`src/rtl/serial_adder_pkg.sv`:
```
// Shared definitions for the bit-serial adder: FSM state encodings and the
// rule for sizing the bit counter.
package serial_adder_pkg;

  localparam logic [1:0] SA_IDLE  = 2'd0;
  localparam logic [1:0] SA_SHIFT = 2'd1;
  localparam logic [1:0] SA_DONE  = 2'd2;

  // Counter must index bits 0..width-1; never let it collapse to zero bits.
  function automatic int sa_cnt_width(input int width);
    return (width <= 2) ? 1 : $clog2(width);
  endfunction

endpackage

```
`src/rtl/serial_fa_cell.sv`:
```
// Combinational full adder built from two half-adder stages and an OR.
module serial_fa_cell (
  input  logic a,
  input  logic b,
  input  logic ci,
  output logic s,
  output logic co
);

  logic p;
  logic g1;
  logic g2;

  assign p  = a ^ b;
  assign g1 = a & b;
  assign s  = p ^ ci;
  assign g2 = p & ci;
  assign co = g1 | g2;

endmodule

```
`src/rtl/serial_adder.sv`:
```
// Bit-serial LSB-first adder: one full-adder cell plus a carry flop, WIDTH cycles per add.
// Define SERIAL_ADDER_SAT_EN to saturate sum to all ones when the final carry is set.
module serial_adder
  import serial_adder_pkg::*;
#(
  parameter int WIDTH = 8
) (
  input  logic             clk,
  input  logic             rst,
  input  logic             start,
  input  logic [WIDTH-1:0] a,
  input  logic [WIDTH-1:0] b,
  input  logic             cin,
  output logic             busy,
  output logic             done,
  output logic [WIDTH-1:0] sum,
  output logic             cout
);

  localparam int CW = sa_cnt_width(WIDTH);
  localparam logic [CW-1:0] LAST = CW'(WIDTH - 1);

  logic [1:0]       state;
  logic [WIDTH-1:0] a_sr;
  logic [WIDTH-1:0] b_sr;
  logic [WIDTH-2:0] res_sr;
  logic             carry;
  logic [CW-1:0]    count;
  logic             fa_s;
  logic             fa_co;
  logic [WIDTH-1:0] res_next;
  logic [WIDTH-1:0] sum_next;

  serial_fa_cell u_fa (
    .a  (a_sr[0]),
    .b  (b_sr[0]),
    .ci (carry),
    .s  (fa_s),
    .co (fa_co)
  );

  // The current bit lands in the MSB; after the last bit the full result is res_next.
  always_comb begin
    res_next = {fa_s, res_sr};
`ifdef SERIAL_ADDER_SAT_EN
    sum_next = fa_co ? '1 : res_next;
`else
    sum_next = res_next;
`endif
  end

  always_ff @(posedge clk) begin
    if (rst) begin
      state  <= SA_IDLE;
      a_sr   <= '0;
      b_sr   <= '0;
      res_sr <= '0;
      carry  <= 1'b0;
      count  <= '0;
      sum    <= '0;
      cout   <= 1'b0;
    end else begin
      case (state)
        SA_IDLE, SA_DONE: begin
          if (start) begin
            a_sr  <= a;
            b_sr  <= b;
            carry <= cin;
            count <= '0;
            state <= SA_SHIFT;
          end else begin
            state <= SA_IDLE;
          end
        end
        SA_SHIFT: begin
          a_sr   <= {1'b0, a_sr[WIDTH-1:1]};
          b_sr   <= {1'b0, b_sr[WIDTH-1:1]};
          res_sr <= res_next[WIDTH-1:1];
          carry  <= fa_co;
          count  <= count + CW'(1);
          // Outputs only move here, so partial results are never visible.
          if (count == LAST) begin
            sum   <= sum_next;
            cout  <= fa_co;
            state <= SA_DONE;
          end
        end
        default: state <= SA_IDLE;
      endcase
    end
  end

  assign busy = (state == SA_SHIFT);
  assign done = (state == SA_DONE);

endmodule
```
`config.mk`:
```
export PLATFORM = sky130hd
export DESIGN_NAME = serial_adder
export DESIGN_NICKNAME = d
export VERILOG_FILES = /design/src/rtl/serial_adder_pkg.sv /design/src/rtl/serial_fa_cell.sv /design/src/rtl/serial_adder.sv
export SDC_FILE = /design/constraint.sdc
export NUM_CORES = 1
export LEC_CHECK = 0
export ABC_AREA = 1
export BUFFER_PORTS_ARGS = -buffer_cell sky130_fd_sc_hd__clkbuf_2
export CAP_MARGIN = 20
export CORE_MARGIN = 2
export CORE_UTILIZATION = 49
export DETAILED_ROUTE_END_ITERATION = 6
export GPL_TIMING_DRIVEN = 1
export PLACE_DENSITY = 0.74
export RECOVER_POWER = 100
export SLEW_MARGIN = 5
export SYNTH_ARGS = -nofsm -noshare
export SYNTH_HDL_FRONTEND = slang
export SYNTH_SLANG_ARGS = --single-unit
```
`constraint.sdc`:
```
create_clock -name clk -period 1.16 [get_ports clk]
set_input_delay 0.232 -clock clk [delete_from_list [all_inputs] [get_ports clk]]
set_output_delay 0.232 -clock clk [all_outputs]
set_load 0.03 [all_outputs]
```
[After elaboration in Yosys (flattened, before gate mapping)]
Cells that the tools add are included.
Cells by class
  add/subtract/negate cells: 1
  reduce and logical (&&, ||, !) cells: 5
  bitwise gates (word level): 5
  equality and inequality tests: 5
  mux-type cells: 11
Operators by type and width (number)
  case mux 8 bit (2 select lines): 2
  2-to-1 mux 8 bit: 2
  case mux 3 bit (2 select lines): 1
  case mux 2 bit (2 select lines): 1
  AND reduction 2 bit: 2
  adder 3 x 1 -> 3 bit (second input constant): 1
  == test 3 bit (second input constant): 1
  2-to-1 mux 3 bit: 1
  AND 1 bit: 2
  == test 2 x 1 -> 1 bit (second input constant): 1
  == test 2 bit (second input constant): 1
  logical NOT 2 bit: 1
  2-to-1 mux 1 bit: 2
  2-to-1 mux 2 bit: 1
  inequality test 2 x 1 -> 1 bit (second input constant): 1
  inequality test 2 bit (second input constant): 1
  case mux 1 bit (2 select lines): 1
  nonzero test 2 bit: 1
  OR reduction 2 bit: 1
  bitwise XOR 1 bit: 2
  bitwise OR 1 bit: 1
Word-level totals
  logic and storage cells: 35
  flip-flop bits (word level): 38
  input port bits: 20

[Depth between registers and ports, before layout]
Gate-level depths: netlist of the first run.
  word-level depth: 4
  depth in mapped cells: 7
  gate-level depth less buffers: 7

[Hierarchy]
From an unflattened synthesis of the first run, not the netlist that was laid out.
Second synthesis, totals
  cells, all modules: 251
  area total of the unflattened synthesis: 1770.4 um^2
Modules (own cells, without submodules)
  serial_adder: sequential area each 760.7 um^2, area an instance 1750.4 um^2, times used 1, cells an instance 250
  serial_fa_cell: sequential area each 0.0 um^2, area an instance 20.0 um^2, times used 1, cells an instance 1

[Worst setup path after synthesis of the first run]
No wires, ideal clock.
  path kind: register to output
  start: reg state[1]
  end: out done
  arrival time: 1029 ps
  data required time: 928 ps
  path slack: -101 ps
  path buffers: 1
  cell stages (with the launch flop): 4
  cells stage by stage: dfxtp_1 > inv_2 > buf_2 > nor2_1
On the way
  cells in the longest elaborated chain, start to end: 1
RTL lines
  start: declaration: line serial_adder.sv:23  | logic [1:0] state;
  start signal: assignment: line serial_adder.sv:54  | state <= SA_IDLE;
  start signal: assignment: line serial_adder.sv:70  | state <= SA_SHIFT;
  start signal: assignment: line serial_adder.sv:72  | state <= SA_IDLE;
  == test 2 bit: line serial_adder.sv:94  | assign done = (state == SA_DONE);
  end: declaration: line serial_adder.sv:15  | output logic done,
Every way passes these cells.

[Worst setup path in the final report of the first run]
  start: reg state[0]
  end: out busy
On the way
  cells in the longest elaborated chain, start to end: 1
RTL lines
  == test 2 x 1 -> 1 bit: line serial_adder.sv:93  | assign busy = (state == SA_SHIFT);
  end: declaration: line serial_adder.sv:14  | output logic busy,
Every way passes these cells.

==> flow_summary.ini, run 1 <==
[logic_synthesis]
avgSynthCellArea_um2 = 6.998
yosysUniqueCellTypes = 20
synthesis.nets = 276
ys_seq_area_share_pct = 42.97
yosysTopAreaCellShare_pct = 42.97
synthCells = 253
netlist_area_um2 = 1770
synth_edf_count = 0
ys_top_cells_by_area = dfxtp_1, nand3_1, nand2_1
ys.warnings.count = 0
synth_top_area_cell = dfxtp_1
synth_ff_type = dfxtp_1
async_flop_share_pct = 0
synth-seq-cells = 38

[placed_design]
post-dp-hpwl_mm = 2.601
dp_cells = 330
place_ws_ps = -56.82
gp_congestion = 0.7852
dpl_cell_area_um2 = 2018
io_buffers = 30

[critical_path]
cp_max_fo = 3
crit_family = flip-flops
start_kind = register
cpMaxStageDelayCell = dfxtp_4
crit_type = reg -> out
cp_num_buf_inv = 2
crit_chain = inv_4 -> nor2_4 -> buf_8
cp_data_arrival_time_ps = 1080
critPathRequiredTime_ps = 930
cpPeakStageDelay_ps = 400
cp-end-kind = output pin

[hold_path]
hp-class = in -> reg

[cells_and_area]
num_antenna_cells = 0
syn_to_final_growth_pct = 45.65
postLayoutCellArea_um2 = 2579
nets = 322
drive_gt1_share_pct = 39.00
fill_cells = 228
stdcell_count = 346

[timing]
rsz0062_at_grt = yes
layout_setup_ws_ps = -152.3
period_share_pct = 113.1
final_max_slew_viol_count = 0
fmax_mhz = 762.0
relSlewSlack_pct = 88.08
setup_viol = 36
fin_crit_ps = 1312
fin_skew_ps = 5.371
worstMarginPinSlew_ps = 178.8
final_hold_viol_count = 0

[floorplan]
start_util_pct = 51.83
die_h_um = 64.11
die_x_um = 64.11
rows = 21
die_area_um2 = 4110
coreArea_um2 = 3416
io_pins = 31

[outcome]
status = finished, violations left
violations = negative setup slack

[grt]
antenna_found_initial = 0
use_met1_pct = 27.89
grt_busiest_layer = met2
track_usage_pct = 22.65
grt_pass1_vias = 1685
grt_max_degree = 27
gr-usage-met2_pct = 38.02
grt_remaining_overflow = 0
grt_pass1_wl_mm = 7.258
use_met3_pct = 5.986

[cts]
cts_tree = yes
cts_buffer_depth = 2
ctsRootBufferMaster = clkbuf_4
hold_buffers = 0
cts.sinks = 38
clk_latency_ps = 340
htreeDepth = 2
cts_made_buffers = 5
clk_pin_slew_ps = 110

[drt]
wirelength_mm = 4.524
wl_per_cell_um = 13.08
drtAntennaViolNets = 0
vias = 1754
vias_per_cell = 5.069
drt_iter0_markers = 80
drc = 0
drtPass1Iterations = 4

[pwr]
finalPower_mw = 3.043
power_density_nw_per_um2 = 1180
ir_drop_v = 0.0008345
leakage_nw = 1.208

[job]
maxCapViolCount = 0
## kinds of logic (layout without fill, tap and decap cells)
family	count (synthesis)	after routing	synth area share, %
AND/OR/NAND/NOR	143	143	35.90
flip-flops	38	38	42.97
adder cells (fa/ha/maj)	3	3	2.544
buffers and inverters	51	98	13.50
AO/OA/AOI/OAI	18	18	5.089
## worst register-to-register path, stage by stage, from the launching register on
cell and delay [ps]:
dfxtp_4 400, inv_4 50, nor2_4 140, buf_6 150
buf_12 150, buf_12 140, o21ai_2 50, a21oi_1 120
## state kept, by name, indices dropped and copies added (netlist names)
| name | count |
|---|---|
| a_sr | 8 |
| carry | 1 |
| cout | 1 |
| state | 2 |
| count | 3 |
| sum | 8 |
| res_sr | 7 |
| b_sr | 8 |
## timing repair
| item | 4_1_cts | 5_1_grt |
|---|---|---|
| endpoints found under the setup margin | 32 | 48 |
| pin swaps | 15 | 8 |
| resized for setup | 52 | 62 |
| cloned | 3 | 1 |
| setup buffers | 4 | 0 |
## report_power, final
group / total, mW / switching (mW) / internal, mW
combinational: 0.738 / 0.382 / 0.356
clock: 0.859 / 0.444 / 0.414
sequential: 1.45 / 0.0507 / 1.40
## cell type report
class / instances / area (um^2) / share of cell area, %
Multi-Input combinational cell: 164 / 973.4 / 37.75
Sequential cell: 38 / 775.7 / 30.08
Timing Repair Buffer: 55 / 551.8 / 21.40
Inverter: 35 / 141.4 / 5.483
Clock buffer: 8 / 78.83 / 3.057
Tap cell: 46 / 57.56 / 2.232
## final timing paths
check,from,endpoint,slack [ps],cells past startpoint
max,state[0],busy,-150,3
min,a[1],a_sr[1],100,3
max reg2reg,state[0],count[0],-110,7
min reg2reg,sum[6],sum[6],460,2
## metrics by stage
step | setup TNS [ps] | hold slack [ps] | utilization (%)
5_1_grt | -3258 | 90.30 | 75.49
3_5_place_dp | -339.2 | 449.6 | 59.08
6_report | -2079 | 98.44 | 75.49
4_1_cts | -2067 | 96.45 | 71.14
2_1_floorplan | 0 | 372.7 | -
3_3_place_gp | -30.20 | 450.7 | 59.08
## layer usage
metal | routed length (um) | share of wire [%]
met2 | 2221 | 49
met1 | 1958 | 43
met5 | 0 | 0
met3 | 274 | 6.1
met4 | 70 | 1.5
## layout by cell type, fill, tap and decap left out, types with 6 or more instances in the layout
master,netlist,final
clkbuf_4,0,9
nand2_1,51,43
dfxtp_1,38,30
nor2_1,30,29
nand2_2,1,7
dfxtp_2,0,6
buf_4,8,11
clkbuf_2,0,19
buf_8,0,10
nor3_2,0,14
o21ai_1,0,6
inv_1,31,30
nand3_1,41,35
## cells in the mapped netlist (2+ instances only)
master,number
buf_4,8
nand3b_1,3
ha_1,2
nand3_1,41
o21ai_0,8
a21oi_1,10
nor3_1,15
dfxtp_1,38
buf_2,6
nand2_1,51
inv_1,31
inv_2,3
nor2_1,30
Power figures use the tool's default switching activity.
==> run 2, diff against run 1 <==
- BUFFER_PORTS_ARGS: -buffer_cell sky130_fd_sc_hd__clkbuf_2 -> default
- CORE_UTILIZATION: 49 -> 55
- DONT_BUFFER_PORTS: default -> 1
- PLACE_DENSITY: 0.74 -> 0.73
==> run 2 against run 1 <==
  * The run ends with negative hold slack, negative setup slack left
  * Flip-flop and latch count stayed put
  * Non-clock buffer count down 19
  * Die area down 10%
  * Final cell count is 5.8% lower
  * First-iteration DRC count is 33% higher
  * Via count down 0.51%
==> flow_summary.ini, run 2 (synthesis gave the netlist of run 1 again) <==
[outcome]
status = finished, violations left
violations = negative hold slack, negative setup slack

[timing]
setup_tns_ps = -618.2
setup_viol = 16
fmax_mhz = 751.1
fin_crit_ps = 1331
layout_setup_ws_ps = -171.4
relSlewSlack_pct = 76.36
rsz0062_at_grt = yes
final_max_slew_viol_count = 0
final_hold_viol_count = 1
timing.hold.ws_ps = -2.714
worstMarginPinSlew_ps = 354.2
period_share_pct = 114.8
fin_skew_ps = 9.486

[cts]
htreeDepth = 2
cts_buffer_depth = 2
clk_pin_slew_ps = 130
ctsRootBufferMaster = clkbuf_4
cts.sinks = 38
cts_tree = yes
clk_latency_ps = 360
cts_made_buffers = 5

[floorplan]
die_area_um2 = 3689
rows = 20
die_h_um = 60.74
start_util_pct = 57.99
io_pins = 31
die_x_um = 60.74
coreArea_um2 = 3053

[critical_path]
rrSetupSlack_ps = -40
start_kind = register
crit_type = reg -> out
cp-end-kind = output pin
r2r_cells = 6
cp_num_buf_inv = 2
crit_chain = nor2_4 -> buf_6 -> buf_12
cp_data_arrival_time_ps = 1100
cp_num_cells = 3
critPathRequiredTime_ps = 930
r2r-end = sum[1]
reg2reg_from = count[0]
crit_family = flip-flops
cp_max_fo = 2
cpPeakStageDelay_ps = 400
cpMaxStageDelayCell = dfxtp_4

[drt]
wl_per_cell_um = 14.31
drt_iter0_markers = 106
drtAntennaViolNets = 0
wirelength_mm = 4.665
drtPass1Iterations = 4
vias = 1745
vias_per_cell = 5.353
drc = 0

[cells_and_area]
drive_gt1_share_pct = 29.08
num_antenna_cells = 0
utilization_pct = 77.21
nets = 304
fill_cells = 214
syn_to_final_growth_pct = 33.14
layout_commonest_cell = nand2_1
layout_common_cells = nand2_1, nand3_1, inv_1
multi_input_area_um2 = 908.4
seqCellArea_um2 = 778.2
largestRegisters = a_sr x8, b_sr x8, sum x8

[job]
maxCapViolCount = 0

[placed_design]
post-dp-hpwl_mm = 2.546
gp_congestion = 0.8171
io_buffers = 0

[grt]
grt_pass1_vias = 1530
grt_max_degree = 17
track_usage_pct = 23.82
grt_remaining_overflow = 0
antenna_found_initial = 0
grt_pass1_wl_mm = 6.534

[pwr]
ir_drop_v = 0.001158
leakage_nw = 1.110
power_density_nw_per_um2 = 1291

[hold_path]
hold_start = b[0]
hold_path_end = b_sr[0]
hold_depth = 2
hp-class = in -> reg
run 2: worst max-delay path by stage:
stage / from / endpoint / slack (ps)
after CTS: state[0] / busy / -180
after floorplan: count[0] / cout / 10
after global routing: state[0] / busy / -210
after detailed placement: state[0] / res_sr[2] / -20
after global placement: carry / sum[7] / -3
final: state[1] / busy / -170
run 2: per-stage QoR:
stage	power (mW)	hold WS [ps]	cells	setup WS [ps]	area, um^2
after floorplan	1.825	372.7	253	9.678	1777
after global placement	1.937	301.8	301	-2.898	1901
after detailed placement	1.948	303.8	301	-15.39	1901
after CTS	2.907	11.19	315	-181.2	2121
after global routing	3.194	4.688	326	-205.6	2357
final	3.043	-2.714	326	-171.4	2357
run 2: cell type report:
class	count	area share (%)
Inverter	35	5.998
Clock inverter	3	1.911
Sequential cell	38	33.01
Multi-Input combinational cell	165	38.54
Clock buffer	5	1.592
Timing Repair Buffer	36	16.61
Tap cell	44	2.335
run 2: worst register-to-register path, cell delays in order (launching register included):
cell and delay (ps):
dfxtp_1 370, ha_2 200, ha_4 160, nand3_1 90, inv_1 200, nand2_1 80
nand2_1 60
run 2: per-layer routing:
metal  track usage [%]  vias up  part of all wire, %
li1                  -      854                    -
met1             28.48      825                   43
met2             41.32       56                   50
met3             4.904       10                  5.9
met4             10.25        0                  1.6
met5                 0        -                    0
run 2: where the power goes:
part / total, mW / internal (mW) / switching [mW] / leakage (nW)
clock: 0.931 / 0.452 / 0.479 / 0.0374
sequential: 1.45 / 1.40 / 0.0527 / 0.317
combinational: 0.664 / 0.307 / 0.356 / 0.755
run 2: timing repair:
action                                  CTS  global route
hold buffers                              1             1
cloned                                    0             3
endpoints found under the setup margin   17            40
pin swaps                                 5            12
gates resized for setup                  28            39
buffers inserted                          5             7
hold endpoints to repair                  8             1
==> run 3, diff against run 2 <==
- RECOVER_POWER: 100 -> default
==> run 3 against run 2 <==
  * The run still ends with negative hold slack, negative setup slack left
  * Largest cell class unchanged
  * Worst hold slack worse by 5.3 ps
  * Global-route usage stayed put
  * Total power is 0.34% higher
  * Sequential share of layout area is 0.087 points lower
  * Clock skew hardly changed
  * Critical path depth stayed put
  * Non-clock buffer count stayed put
  * Final cell count stayed put
  * Highest routed layer unchanged
  * Clock-buffer cell count stayed put
  * Critical endpoint unchanged
  * Largest power group unchanged
==> flow_summary.ini, run 3 (synthesis gave the netlist of run 1 again) <==
[outcome]
status = finished, violations left
violations = negative hold slack, negative setup slack

[timing]
timing.hold.ws_ps = -8.046
layout_setup_ws_ps = -177.1
final_hold_viol_count = 3
rsz0062_at_grt = yes
fin_skew_ps = 9.357
period_share_pct = 115.3
relSlewSlack_pct = 76.46
setup_tns_ps = -392.1
fmax_mhz = 747.9
worstMarginPinSlew_ps = 352.6
final_max_slew_viol_count = 0
fin_crit_ps = 1337
setup_viol = 5

[grt]
use_met1_pct = 28.48
antenna_found_initial = 0
grt_pass1_wl_mm = 6.534
gr-usage-met2_pct = 41.32
grt_pass1_vias = 1530
grt_busiest_layer = met2
track_usage_pct = 23.82
use_met3_pct = 4.904
grt_remaining_overflow = 0
grt_max_degree = 17

[critical_path]
cp_num_buf_inv = 2
start_kind = register
cpPeakStageDelay_ps = 400
critPathRequiredTime_ps = 930
cp_max_fo = 2
cpMaxStageDelayCell = dfxtp_4
cp_data_arrival_time_ps = 1110
crit_chain = nor2_4 -> buf_6 -> buf_12
crit_type = reg -> out
crit_family = flip-flops
cp-end-kind = output pin

[cts]
cts_made_buffers = 5
ctsRootBufferMaster = clkbuf_4
cts_tree = yes
htreeDepth = 2
cts.sinks = 38
cts_buffer_depth = 2
clk_latency_ps = 370
clk_pin_slew_ps = 130

[cells_and_area]
layout_common_cells = nand2_1, nand3_1, inv_1, nor2_1, dfxtp_1
largestRegisters = a_sr x8, b_sr x8, sum x8
layout_commonest_cell = nand2_1
nets = 304
fill_cells = 213
multi_input_area_um2 = 917.1
num_antenna_cells = 0
seqCellArea_um2 = 779.5
drive_gt1_share_pct = 29.79
syn_to_final_growth_pct = 33.71

[floorplan]
die_x_um = 60.74
io_pins = 31
die_area_um2 = 3689
start_util_pct = 57.99
rows = 20
die_h_um = 60.74
coreArea_um2 = 3053

[drt]
drc = 0
vias = 1756
drtPass1Iterations = 4
wl_per_cell_um = 14.40
vias_per_cell = 5.387
drtAntennaViolNets = 0
drt_iter0_markers = 111
wirelength_mm = 4.694

[hold_path]
hp-class = in -> reg

[placed_design]
io_buffers = 0
gp_congestion = 0.8171
post-dp-hpwl_mm = 2.546

[pwr]
ir_drop_v = 0.001158
power_density_nw_per_um2 = 1290
leakage_nw = 1.110
finalPower_mw = 3.054

[job]
maxCapViolCount = 0
[run 3: changes by cell type in the layout (fill, tap and decap cells not counted)]
| cell | change |
|---|---|
| nand2_8 | +1 |
| inv_2 | +1 |
| dfxtp_1 | -1 |
| nand2_4 | -1 |
| inv_1 | -1 |
| dfxtp_2 | +1 |
[run 3: power breakdown]
| group | switching (mW) | internal [mW] | leakage [nW] |
|---|---|---|---|
| clock | 0.484 | 0.452 | 0.0374 |
| combinational | 0.359 | 0.310 | 0.755 |
| sequential | 0.0525 | 1.40 | 0.317 |
[run 3: per-layer routing]
| layer | routed length [um] | up-vias |
|---|---|---|
| li1 | - | 854 |
| met3 | 315 | 15 |
| met2 | 2329 | 62 |
| met4 | 91 | 0 |
| met1 | 1957 | 825 |
| met5 | 0 | - |
[run 3: layout make-up]
type	count	area share, %
Inverter	35	5.973
Clock buffer	5	1.586
Sequential cell	38	32.93
Clock inverter	3	1.903
Timing Repair Buffer	36	16.54
Tap cell	44	2.326
Multi-Input combinational cell	165	38.74
[run 3: worst paths after layout]
check	endpoint	start	slack [ps]	cells after the start
hold reg to reg	sum[3]	res_sr[3]	470	2
setup reg to reg	carry	carry	-40	7
hold / removal	b_sr[0]	b[0]	-8	2
setup / recovery	busy	state[1]	-180	3
[run 3: timing repair]
| action | 4_1_cts | 5_1_grt |
|---|---|---|
| gates resized for setup | 28 | 39 |
| gates cloned | 0 | 3 |
| hold buffers | 1 | 1 |
| setup endpoints to repair | 17 | 40 |
| endpoints found under the hold margin | 8 | 1 |
| pin swaps | 5 | 12 |
| buffers inserted | 5 | 7 |
[run 3: through the flow]
| step | hold WS (ps) | setup WS [ps] | area, um^2 | utilization [%] | instances |
|---|---|---|---|---|---|
| after floorplan | 372.7 | 9.678 | 1777 | - | 253 |
| after global placement | 301.8 | -2.898 | 1901 | 62.25 | 301 |
| after detailed placement | 303.8 | -15.39 | 1901 | 62.25 | 301 |
| after CTS | 11.19 | -181.2 | 2121 | 69.47 | 315 |
| after global routing | 4.688 | -205.6 | 2367 | 77.54 | 326 |
| final | -8.046 | -177.1 | 2367 | 77.54 | 326 |
